`config.mk`:
```
export PLATFORM = sky130hd
export DESIGN_NAME = seg_scan_decoder
export DESIGN_NICKNAME = d
export VERILOG_FILES = /design/src/rtl/seg_pkg.sv /design/src/rtl/seg_pattern_decode.sv /design/src/rtl/seg_scan_decoder.sv
export SDC_FILE = /design/constraint.sdc
export NUM_CORES = 1
export LEC_CHECK = 0
export CAP_MARGIN = 20
export CORE_ASPECT_RATIO = 0.6
export CORE_MARGIN = 2
export CORE_UTILIZATION = 45
export CTS_CLUSTER_DIAMETER = 40
export DETAILED_ROUTE_END_ITERATION = 10
export SYNTH_ARGS = -nofsm -noshare
export SYNTH_HDL_FRONTEND = slang
export SYNTH_HIERARCHICAL = 1
export SYNTH_SLANG_ARGS = --single-unit
```
`constraint.sdc`:
```
create_clock -name clk -period 5.8 [get_ports clk]
set_input_delay 1.16 -clock clk [delete_from_list [all_inputs] [get_ports clk]]
set_output_delay 1.16 -clock clk [all_outputs]
set_load 0.01 [all_outputs]
```
`src/rtl/seg_pkg.sv`:
```
// seg_pkg: glyph table and segment bit positions shared by the 7-segment encoder and decoder
package seg_pkg;
   localparam int SEG_A  = 7;
   localparam int SEG_B  = 6;
   localparam int SEG_C  = 5;
   localparam int SEG_D  = 4;
   localparam int SEG_E  = 3;
   localparam int SEG_F  = 2;
   localparam int SEG_G  = 1;
   localparam int SEG_DP = 0;

   // Active-high abcdefg patterns, index = hex value
   localparam logic [6:0] GLYPH [16] = '{
      7'b1111110, 7'b0110000, 7'b1101101, 7'b1111001,
      7'b0110011, 7'b1011011, 7'b1011111, 7'b1110000,
      7'b1111111, 7'b1111011, 7'b1110111, 7'b0011111,
      7'b1001110, 7'b0111101, 7'b1001111, 7'b1000111
   };
   localparam logic [6:0] GLYPH_BLANK = 7'b0000000;
endpackage

```
`src/rtl/seg_pattern_decode.sv`:
```
// seg_pattern_decode: classifies an active-low segment bus as hex glyph, blank or unknown
module seg_pattern_decode
   import seg_pkg::*;
(
   input  logic [7:0] seg_n_i,
   output logic       known_o,
   output logic       blank_o,
   output logic [3:0] val_o,
   output logic       dp_o
);
   logic [6:0] abcdefg;

   assign abcdefg = ~seg_n_i[SEG_A:SEG_G];
   assign blank_o = abcdefg == GLYPH_BLANK;
   assign dp_o    = ~seg_n_i[SEG_DP];

   // Table lookup; glyphs are unique so at most one entry matches
   always_comb begin
      known_o = 1'b0;
      val_o   = 4'd0;
      for (int k = 0; k < 16; k++)
         if (abcdefg == GLYPH[k]) begin
            known_o = 1'b1;
            val_o   = k[3:0];
         end
   end
endmodule

```
`src/rtl/seg_scan_decoder.sv`:
```
// seg_scan_decoder: recovers per-digit hex value, ok flag and dp from a multiplexed 7-segment scan bus
module seg_scan_decoder
   import seg_pkg::*;
#(
   parameter int DIGITS       = 8,
   parameter int STABLE_SCANS = 2
) (
   input  logic                  clk,
   input  logic                  rst_n,
   input  logic [DIGITS-1:0]     an_n,
   input  logic [7:0]            seg_n,
   input  logic                  sample_en,
   input  logic                  err_clr,
   output logic [4*DIGITS-1:0]   digit_val,
   output logic [DIGITS-1:0]     digit_ok,
   output logic [DIGITS-1:0]     dp_out,
   output logic                  upd,
   output logic                  err_sel,
   output logic                  err_pat
);
   localparam int CW = $clog2(STABLE_SCANS + 1);
   localparam int IW = (DIGITS > 1) ? $clog2(DIGITS) : 1;
   localparam logic [CW-1:0] SAT = CW'(STABLE_SCANS);

   logic              known, blank, dp;
   logic [3:0]        val;
   logic [DIGITS-1:0] sel;
   logic              multi, hit;
   logic [IW-1:0]     idx;
   logic [5:0]        cand;

   logic [5:0]          cand_q [DIGITS];
   logic [5:0]          cand_d [DIGITS];
   logic [CW-1:0]       cnt_q  [DIGITS];
   logic [CW-1:0]       cnt_d  [DIGITS];
   logic [4*DIGITS-1:0] val_q, val_d;
   logic [DIGITS-1:0]   ok_q, ok_d, dp_q, dp_d;
   logic                upd_q, upd_d, err_sel_q, err_sel_d, err_pat_q, err_pat_d;

   seg_pattern_decode u_dec (
      .seg_n_i (seg_n),
      .known_o (known),
      .blank_o (blank),
      .val_o   (val),
      .dp_o    (dp)
   );

   assign sel   = ~an_n;
   assign multi = (sel & (sel - 1'b1)) != '0;
   assign hit   = sample_en && sel != '0 && !multi;
   assign cand  = {known, known ? val : 4'd0, dp};

   // Selected digit index; only meaningful when exactly one enable is active
   always_comb begin
      idx = '0;
      for (int k = 0; k < DIGITS; k++)
         if (sel[k]) idx = IW'(k);
   end

   // Stability tracking, commit of stable candidates, change pulse and sticky errors
   always_comb begin
      cand_d    = cand_q;
      cnt_d     = cnt_q;
      val_d     = val_q;
      ok_d      = ok_q;
      dp_d      = dp_q;
      if (hit) begin
         if (cand == cand_q[idx])
            cnt_d[idx] = (cnt_q[idx] == SAT) ? cnt_q[idx] : cnt_q[idx] + 1'b1;
         else begin
            cand_d[idx] = cand;
            cnt_d[idx]  = CW'(1);
         end
         if (cnt_d[idx] == SAT) begin
            val_d[4*idx +: 4] = cand[4:1];
            ok_d[idx]         = cand[5];
            dp_d[idx]         = cand[0];
         end
      end
      upd_d     = {val_d, ok_d, dp_d} != {val_q, ok_q, dp_q};
      err_sel_d = (sample_en && multi) ? 1'b1 : err_clr ? 1'b0 : err_sel_q;
      err_pat_d = (hit && !known && !blank) ? 1'b1 : err_clr ? 1'b0 : err_pat_q;
   end

   // State registers with synchronous active-low reset
   always_ff @(posedge clk) begin
      if (!rst_n) begin
         cand_q    <= '{default: '0};
         cnt_q     <= '{default: '0};
         val_q     <= '0;
         ok_q      <= '0;
         dp_q      <= '0;
         upd_q     <= 1'b0;
         err_sel_q <= 1'b0;
         err_pat_q <= 1'b0;
      end else begin
         cand_q    <= cand_d;
         cnt_q     <= cnt_d;
         val_q     <= val_d;
         ok_q      <= ok_d;
         dp_q      <= dp_d;
         upd_q     <= upd_d;
         err_sel_q <= err_sel_d;
         err_pat_q <= err_pat_d;
      end
   end

   assign digit_val = val_q;
   assign digit_ok  = ok_q;
   assign dp_out    = dp_q;
   assign upd       = upd_q;
   assign err_sel   = err_sel_q;
   assign err_pat   = err_pat_q;
endmodule

```
==> results of run 1 <==
worst max-delay path by stage:
stage,start,to,slack [ps],cells past startpoint
finish,seg_n[4],upd,910,13
global route,an_n[6],upd,620,14
CTS,an_n[6],upd,1040,14
detailed placement,an_n[6],upd,600,14
global placement,seg_n[4],upd,510,13
floorplan,seg_n[2],digit_ok[6],1660,13
state kept, by name, indices dropped and copies added (netlist names):
signal and cells:
upd 1, err_pat 1, dp_out 8, cand_q 48
cnt_q 16, err_sel 1, digit_val 32, digit_ok 8
worst max-delay path: cells and delay by family:
kind                   cells  cell delay (ps)
AO/OA/AOI/OAI              7             2220
buffers and inverters      2             1040
AND/OR/NAND/NOR            4              780
area by class of cell:
type | count | area share, %
Timing Repair Buffer | 111 | 10.9
Clock inverter | 9 | 1.87
Clock buffer | 23 | 5.38
Multi-Input combinational cell | 787 | 53.1
Tap cell | 234 | 3.16
Inverter | 18 | 0.730
Sequential cell | 115 | 24.9
per-layer routing:
layer	routed length, um	vias up
met5	0	-
met4	515	0
met3	4680	47
met2	11200	588
met1	14500	4091
li1	-	3884
metrics by stage:
stage / total power, uW / setup WS, ps / hold slack [ps] / utilization [%]
2_1_floorplan: 1000 / 1660 / 430 / -
3_3_place_gp: 1110 / 514 / 445 / 50.6
3_5_place_dp: 1110 / 604 / 445 / 50.6
4_1_cts: 2310 / 1040 / 459 / 54.6
5_1_grt: 2380 / 619 / 471 / 54.6
6_report: 2320 / 913 / 459 / 54.6
logic make-up after synthesis:
group           after synthesis  synth area share [%]
mux                          48                  6.28
flops                       115                  29.9
simple gates                456                  29.4
xor+xnor                     11                  1.25
fa+ha+maj                     7                  1.07
compound gates              265                  25.7
buf+inv                     110                  6.46
where the power goes:
| group | internal, uW | leakage (uW) | switching, uW |
|---|---|---|---|
| combinational | 84.1 | 0.00211 | 231 |
| sequential | 791 | 0.000926 | 0.432 |
| clock | 817 | 0.000329 | 399 |
cells in the final DEF, fill, tap and decap left out, types with 10 or more instances in the layout:
cell type          n
a31oi_1           33
o22ai_1           12
and3_1            10
inv_1             16
nand2b_1          20
clkbuf_16         17
a31o_1            11
nand2_1          155
a31o_2            13
nor2_1            84
buf_4             42
a21oi_1           27
nand3_1           58
a32oi_1           28
dfxtp_1          115
clkdlybuf4s50_1   69
nand4_1           36
nor3_1            19
mux2i_1           45
o21ai_0           30
==> summary.txt, run 1 <==
STA
  – Clock Skew: just under 9 ps
  – Count of final setup violators: 0
  – Period utilization: a little over four fifths
  – Setup_tns: 0 ps
  – Pins Over Slew Limit: 0
  – Final min period: about 4900 ps
  – Final hold vios: 0
  – Slew at the pin closest to its max-slew limit: about 1100 ps
  – RSZ-0062 raised after global routing: false
  – Worst slew margin: about a quarter
  – Max Freq: between 200 and 250 MHz

Synthesis
  – Cell Area, Synth: about 7700 um^2
  – Top-area cell type share of the netlist area: 29.9%
  – Sequential fraction of the synthesis area: between 20 and 30%
  – EDFF count, synth: 0
  – Main area contributors after synthesis: dfxtp_1 (30%), nand2_1 (7.5%), mux2i_1 (5.8%)
  – Top_reg_cell synth: dfxtp_1
  – Syn avg cell area: 7.62 um^2
  – Cell taking the most area after synthesis: dfxtp_1
  – YS warnings: 6
  – Flops & latches, synth: roughly 120
  – Most common cell in the netlist: nand2_1
  – Synth cell count leaders: nand2_1 (155), dfxtp_1 (115), nor2_1 (84), clkbuf_1 (60), nand3_1 (59)
  – Syn Nets: around 1000
  – Synthesized instance count: slightly above 1000
  – Netlist cell types: 86
  – Async set-reset flop share out of synthesis: 0%

Placed design
  – Final GP Congestion: roughly 1
  – Area post-placement: around 8600 um^2
  – Port Buffers: 70
  – Cells after DPL: between 1000 and 1500
  – Post-DP HPWL: around 22000 um

GRT
  – First-pass GRT wire length: about 46000 um
  – Initial antenna violation count: 0
  – Largest net degree at the start of global routing: 77
  – GRT Total Usage: around a third
  – GRT met1 Usage: between 50% and 60%
  – Global routing usage on met3: about 14%
  – GRT Residual Overflow: 0
  – Grt met2 use: 40.7%
  – Vias in the first global route: ~7500
  – GRT Max-Usage Layer: met1

Critical path
  – Required time of the critical path: just over 6000 ps
  – CP startpoint kind: input pin
  – Setup CP Type: in2reg
  – CP Cell Sequence: clkdlybuf4s50_1 > nand3_2 > nor3b_2 > a31oi_1 > o31ai_1 > nand2_1 > buf_4 > a211oi_1 > o32ai_1 > a2111oi_0 > o2111ai_1 > nor4_1 > a21oi_1
  – Crit path capture type: flip-flop
  – R2R cell count: 9
  – Critical path's slowest cell: clkdlybuf4s50_1
  – Reg2reg start: cand_q[19]
  – CP arrival: roughly 5200 ps
  – R2R setup slack: around 2800 ps
  – Crit-path max FO: 16
  – Crit Reg-Reg Endpoint: cnt_q[5]
  – Slowest stage delay, CP: a little over 800 ps

Clock network
  – H-Tree Level Count: 4
  – Reg clk slew, reported paths: ~60 ps
  – Sink Count: about 120
  – Root buf cell: clkbuf_16
  – CTS Buf Count: 17
  – Clock Path Buffers: 2
  – Hold Buf Count CTS: 0
  – Clk_lat worst skew: ~430 ps
  – TritonCTS clock tree: done
  – Setup bufs post-CTS: 0
  – Post-cts gate resize count: 0

Drt
  – Wirelength per Cell: 23.8 um
  – DR vias: between 8000 and 9000
  – Vias per cell: roughly 6.6
  – DRC viols: 0
  – Final wirelength: 30900 um
  – Remaining antenna violation count after routing: 0
  – Iter 0 DRT Violations: approximately 1300
  – Detailed Routing Iterations Pass 1: 7

Cells and area
  – Multi-input logic area: 4920 um^2
  – Register area: 2300 um^2
  – N_diodes: 0
  – Layout area overhead: 20.0%
  – Final Instance Area: ~9000 um^2
  – Nets: between 1000 and 1500
  – Post-Layout Cell Count: around 1300
  – Fillers: 1621
  – Share of post-route cells with drive strength above 1: 10.4%

Die
  – # rows: 37
  – Die Y: about 110 um
  – Die ar.: roughly 18000 um^2
  – Die W: about 170 um
  – Core Area: about 17000 um^2
  – Initial core utilization: a little under half
  – Total I/O pin count: ~70

Hold path
  – Hold WC Path Type: reg2reg
  – Hold EP: cand_q[13]
  – Hold depth: 2
  – Worst hold start: cand_q[13]

Pwr
  – Pwr Density: 251 nW/um^2
  – Worst IR Drop VDD: approximately 0.19 mV
  – Static leakage: about 0.0034 uW

Outcome
  – Status: finished clean

Flow run
  – Max Cap Violations: 0
Power figures use the tool's default switching activity.
==> run 2, diff against run 1 <==
==> constraint.sdc (replaced) <==
create_clock -name clk -period 4.97 [get_ports clk]
set_input_delay 0.994 -clock clk [delete_from_list [all_inputs] [get_ports clk]]
set_output_delay 0.994 -clock clk [all_outputs]
set_load 0.01 [all_outputs]
==> run 2 against run 1 <==
Compared with the run above:
- register-to-register slack got worse by 640 ps
- sequential cell count stayed put
- final cell count increased by 1.9%
- highest routed layer unchanged
- sequential share of layout area is 0.36 points lower
- sequential power rose by 17%
- worst hold slack improved by 3.8 ps
==> summary.txt, run 2 (synthesis results as in run 1) <==
Placed design
  – Final GP Congestion: 1.01
  – Port Buffers: 70
  – Post-DP HPWL: 22100 um

Drt
  – Vias per cell: 6.52
  – Final wirelength: approximately 30000 um
  – Iter 0 DRT Violations: about 1400
  – DR vias: 8613
  – Wirelength per Cell: between 20 and 25 um
  – Detailed Routing Iterations Pass 1: 6
  – Remaining antenna violation count after routing: 0
  – DRC viols: 0

STA
  – RSZ-0062 raised after global routing: false
  – Final min period: 4540 ps
  – Clock Skew: between 6 and 7 ps
  – Count of final setup violators: 0
  – WHS: around 460 ps
  – Worst slew margin: approximately a third
  – Period utilization: 91.3%
  – Final hold vios: 0
  – Setup_tns: 0 ps
  – Max Freq: 220 MHz
  – Slew at the pin closest to its max-slew limit: 1020 ps
  – Pins Over Slew Limit: 0

GRT
  – Initial antenna violation count: 0
  – First-pass GRT wire length: 46500 um
  – Vias in the first global route: about 7600
  – GRT Total Usage: 33.4%
  – Largest net degree at the start of global routing: 57
  – Global routing usage on met3: between 10% and 20%
  – GRT Residual Overflow: 0
  – GRT met1 Usage: ~53%
  – Grt met2 use: between 40% and 50%
  – GRT Max-Usage Layer: met1

Die
  – Die Y: between 100 and 150 um
  – Die W: approximately 170 um
  – Die ar.: approximately 18000 um^2
  – Total I/O pin count: 71
  – Initial core utilization: between 40% and 50%
  – Core Area: approximately 17000 um^2
  – # rows: 37

Cells and area
  – Fillers: 1617
  – Commonest cells after routing, fill and taps aside: nand2_1 (155), dfxtp_1 (115), nor2_1 (84)
  – Share of post-route cells with drive strength above 1: around 13%
  – Largest register FFs: 48
  – Most flops, register: cand_q
  – N_diodes: 0
  – Commonest non-fill, non-tap cell in the layout: nand2_1
  – Layout area overhead: 21.8%
  – Nets: approximately 1100

Critical path
  – Crit-path max FO: 16
  – Setup CP Type: in2reg
  – Required time of the critical path: about 5300 ps
  – Critical path's slowest cell: clkdlybuf4s50_1
  – CP arrival: roughly 4900 ps
  – CP Cell Sequence: clkdlybuf4s50_1 > nor2_2 > nand2_1 > o311a_1 > nand4_1 > buf_4 > and2_1 > xnor2_1 > o221ai_1 > o21ai_0 > nand4b_1 > nor4_1 > a21oi_1
  – CP startpoint kind: input pin
  – Slowest stage delay, CP: around 700 ps
  – Crit path capture type: flip-flop
  – R2R setup slack: 2130 ps

Flow run
  – Max Cap Violations: 0

Clock network
  – Reg clk slew, reported paths: ~60 ps
  – CTS Buf Count: 17
  – TritonCTS clock tree: done
  – Post-cts gate resize count: 0
  – Clk_lat worst skew: 440 ps
  – Clock Path Buffers: 2
  – Setup bufs post-CTS: 0
  – Sink Count: 115
  – Root buf cell: clkbuf_16
  – H-Tree Level Count: 4
  – Hold Buf Count CTS: 0

Pwr
  – Static leakage: 0.00346 uW
  – Worst IR Drop VDD: roughly 0.26 mV
  – Pwr Density: 269 nW/um^2

Hold path
  – Hold WC Path Type: reg2reg

Outcome
  – Status: finished clean
## run 2: layout make-up
class / count / area [um^2] / area share (%)
inverter: 18 / 67.6 / 0.719
tap: 234 / 293 / 3.12
multi-input combinational: 787 / 4920 / 52.4
timing repair buffer: 137 / 1240 / 13.2
clock inverter: 10 / 109 / 1.16
sequential: 115 / 2300 / 24.5
clock buffer: 20 / 467 / 4.97
## run 2: path summary, 6_finish.rpt
| check | start | cells past startpoint | to |
|---|---|---|---|
| worst max register to register | cnt_q[7] | 13 | digit_val[5] |
| worst min-delay path | cand_q[19] | 2 | cand_q[19] |
| worst max-delay path | seg_n[4] | 13 | upd |
| worst min register to register | cand_q[19] | 2 | cand_q[19] |
## run 2: routing by layer
metal | up-vias | share of wire, % | wire (um)
li1 | 3946 | - | -
met1 | 4032 | 48 | 14600
met2 | 598 | 36 | 11000
met3 | 37 | 15 | 4440
met4 | 0 | 1.3 | 393
met5 | - | 0 | 0
## run 2: stage by stage
stage / total power (uW) / worst slack, ps / area (um^2) / std cells / utilization, %
after floorplan: 1170 / 999 / 7710 / 1012 / -
after global placement: 1310 / 206 / 8820 / 1291 / 52.1
after detailed placement: 1310 / 181 / 8820 / 1291 / 52.1
after CTS: 2520 / 642 / 9400 / 1321 / 55.4
after global routing: 2600 / 271 / 9400 / 1321 / 55.4
final: 2530 / 432 / 9400 / 1321 / 55.4
## run 2: worst max-delay path: cells and delay by family
family          cells  cell delay, ps
compound gates      4            1010
xor+xnor            1             180
buf+inv             2             940
simple gates        6            1700
## run 2: where the power goes
part	internal [uW]	total, uW	switching (uW)
Combinational	114	382	268
Sequential	923	924	0.542
Clock	766	1230	460
Total	1800	2530	728
==> run 3, diff against run 2 <==
--- a/config.mk
+++ b/config.mk
@@ -11,6 +11,7 @@
 export CORE_UTILIZATION = 45
 export CTS_CLUSTER_DIAMETER = 40
 export DETAILED_ROUTE_END_ITERATION = 10
+export HOLD_SLACK_MARGIN = 0.03
 export SYNTH_ARGS = -nofsm -noshare
 export SYNTH_HDL_FRONTEND = slang
 export SYNTH_HIERARCHICAL = 1
==> results of run 3 <==
Final layout, timing and power as in run 2 (identical DEF).
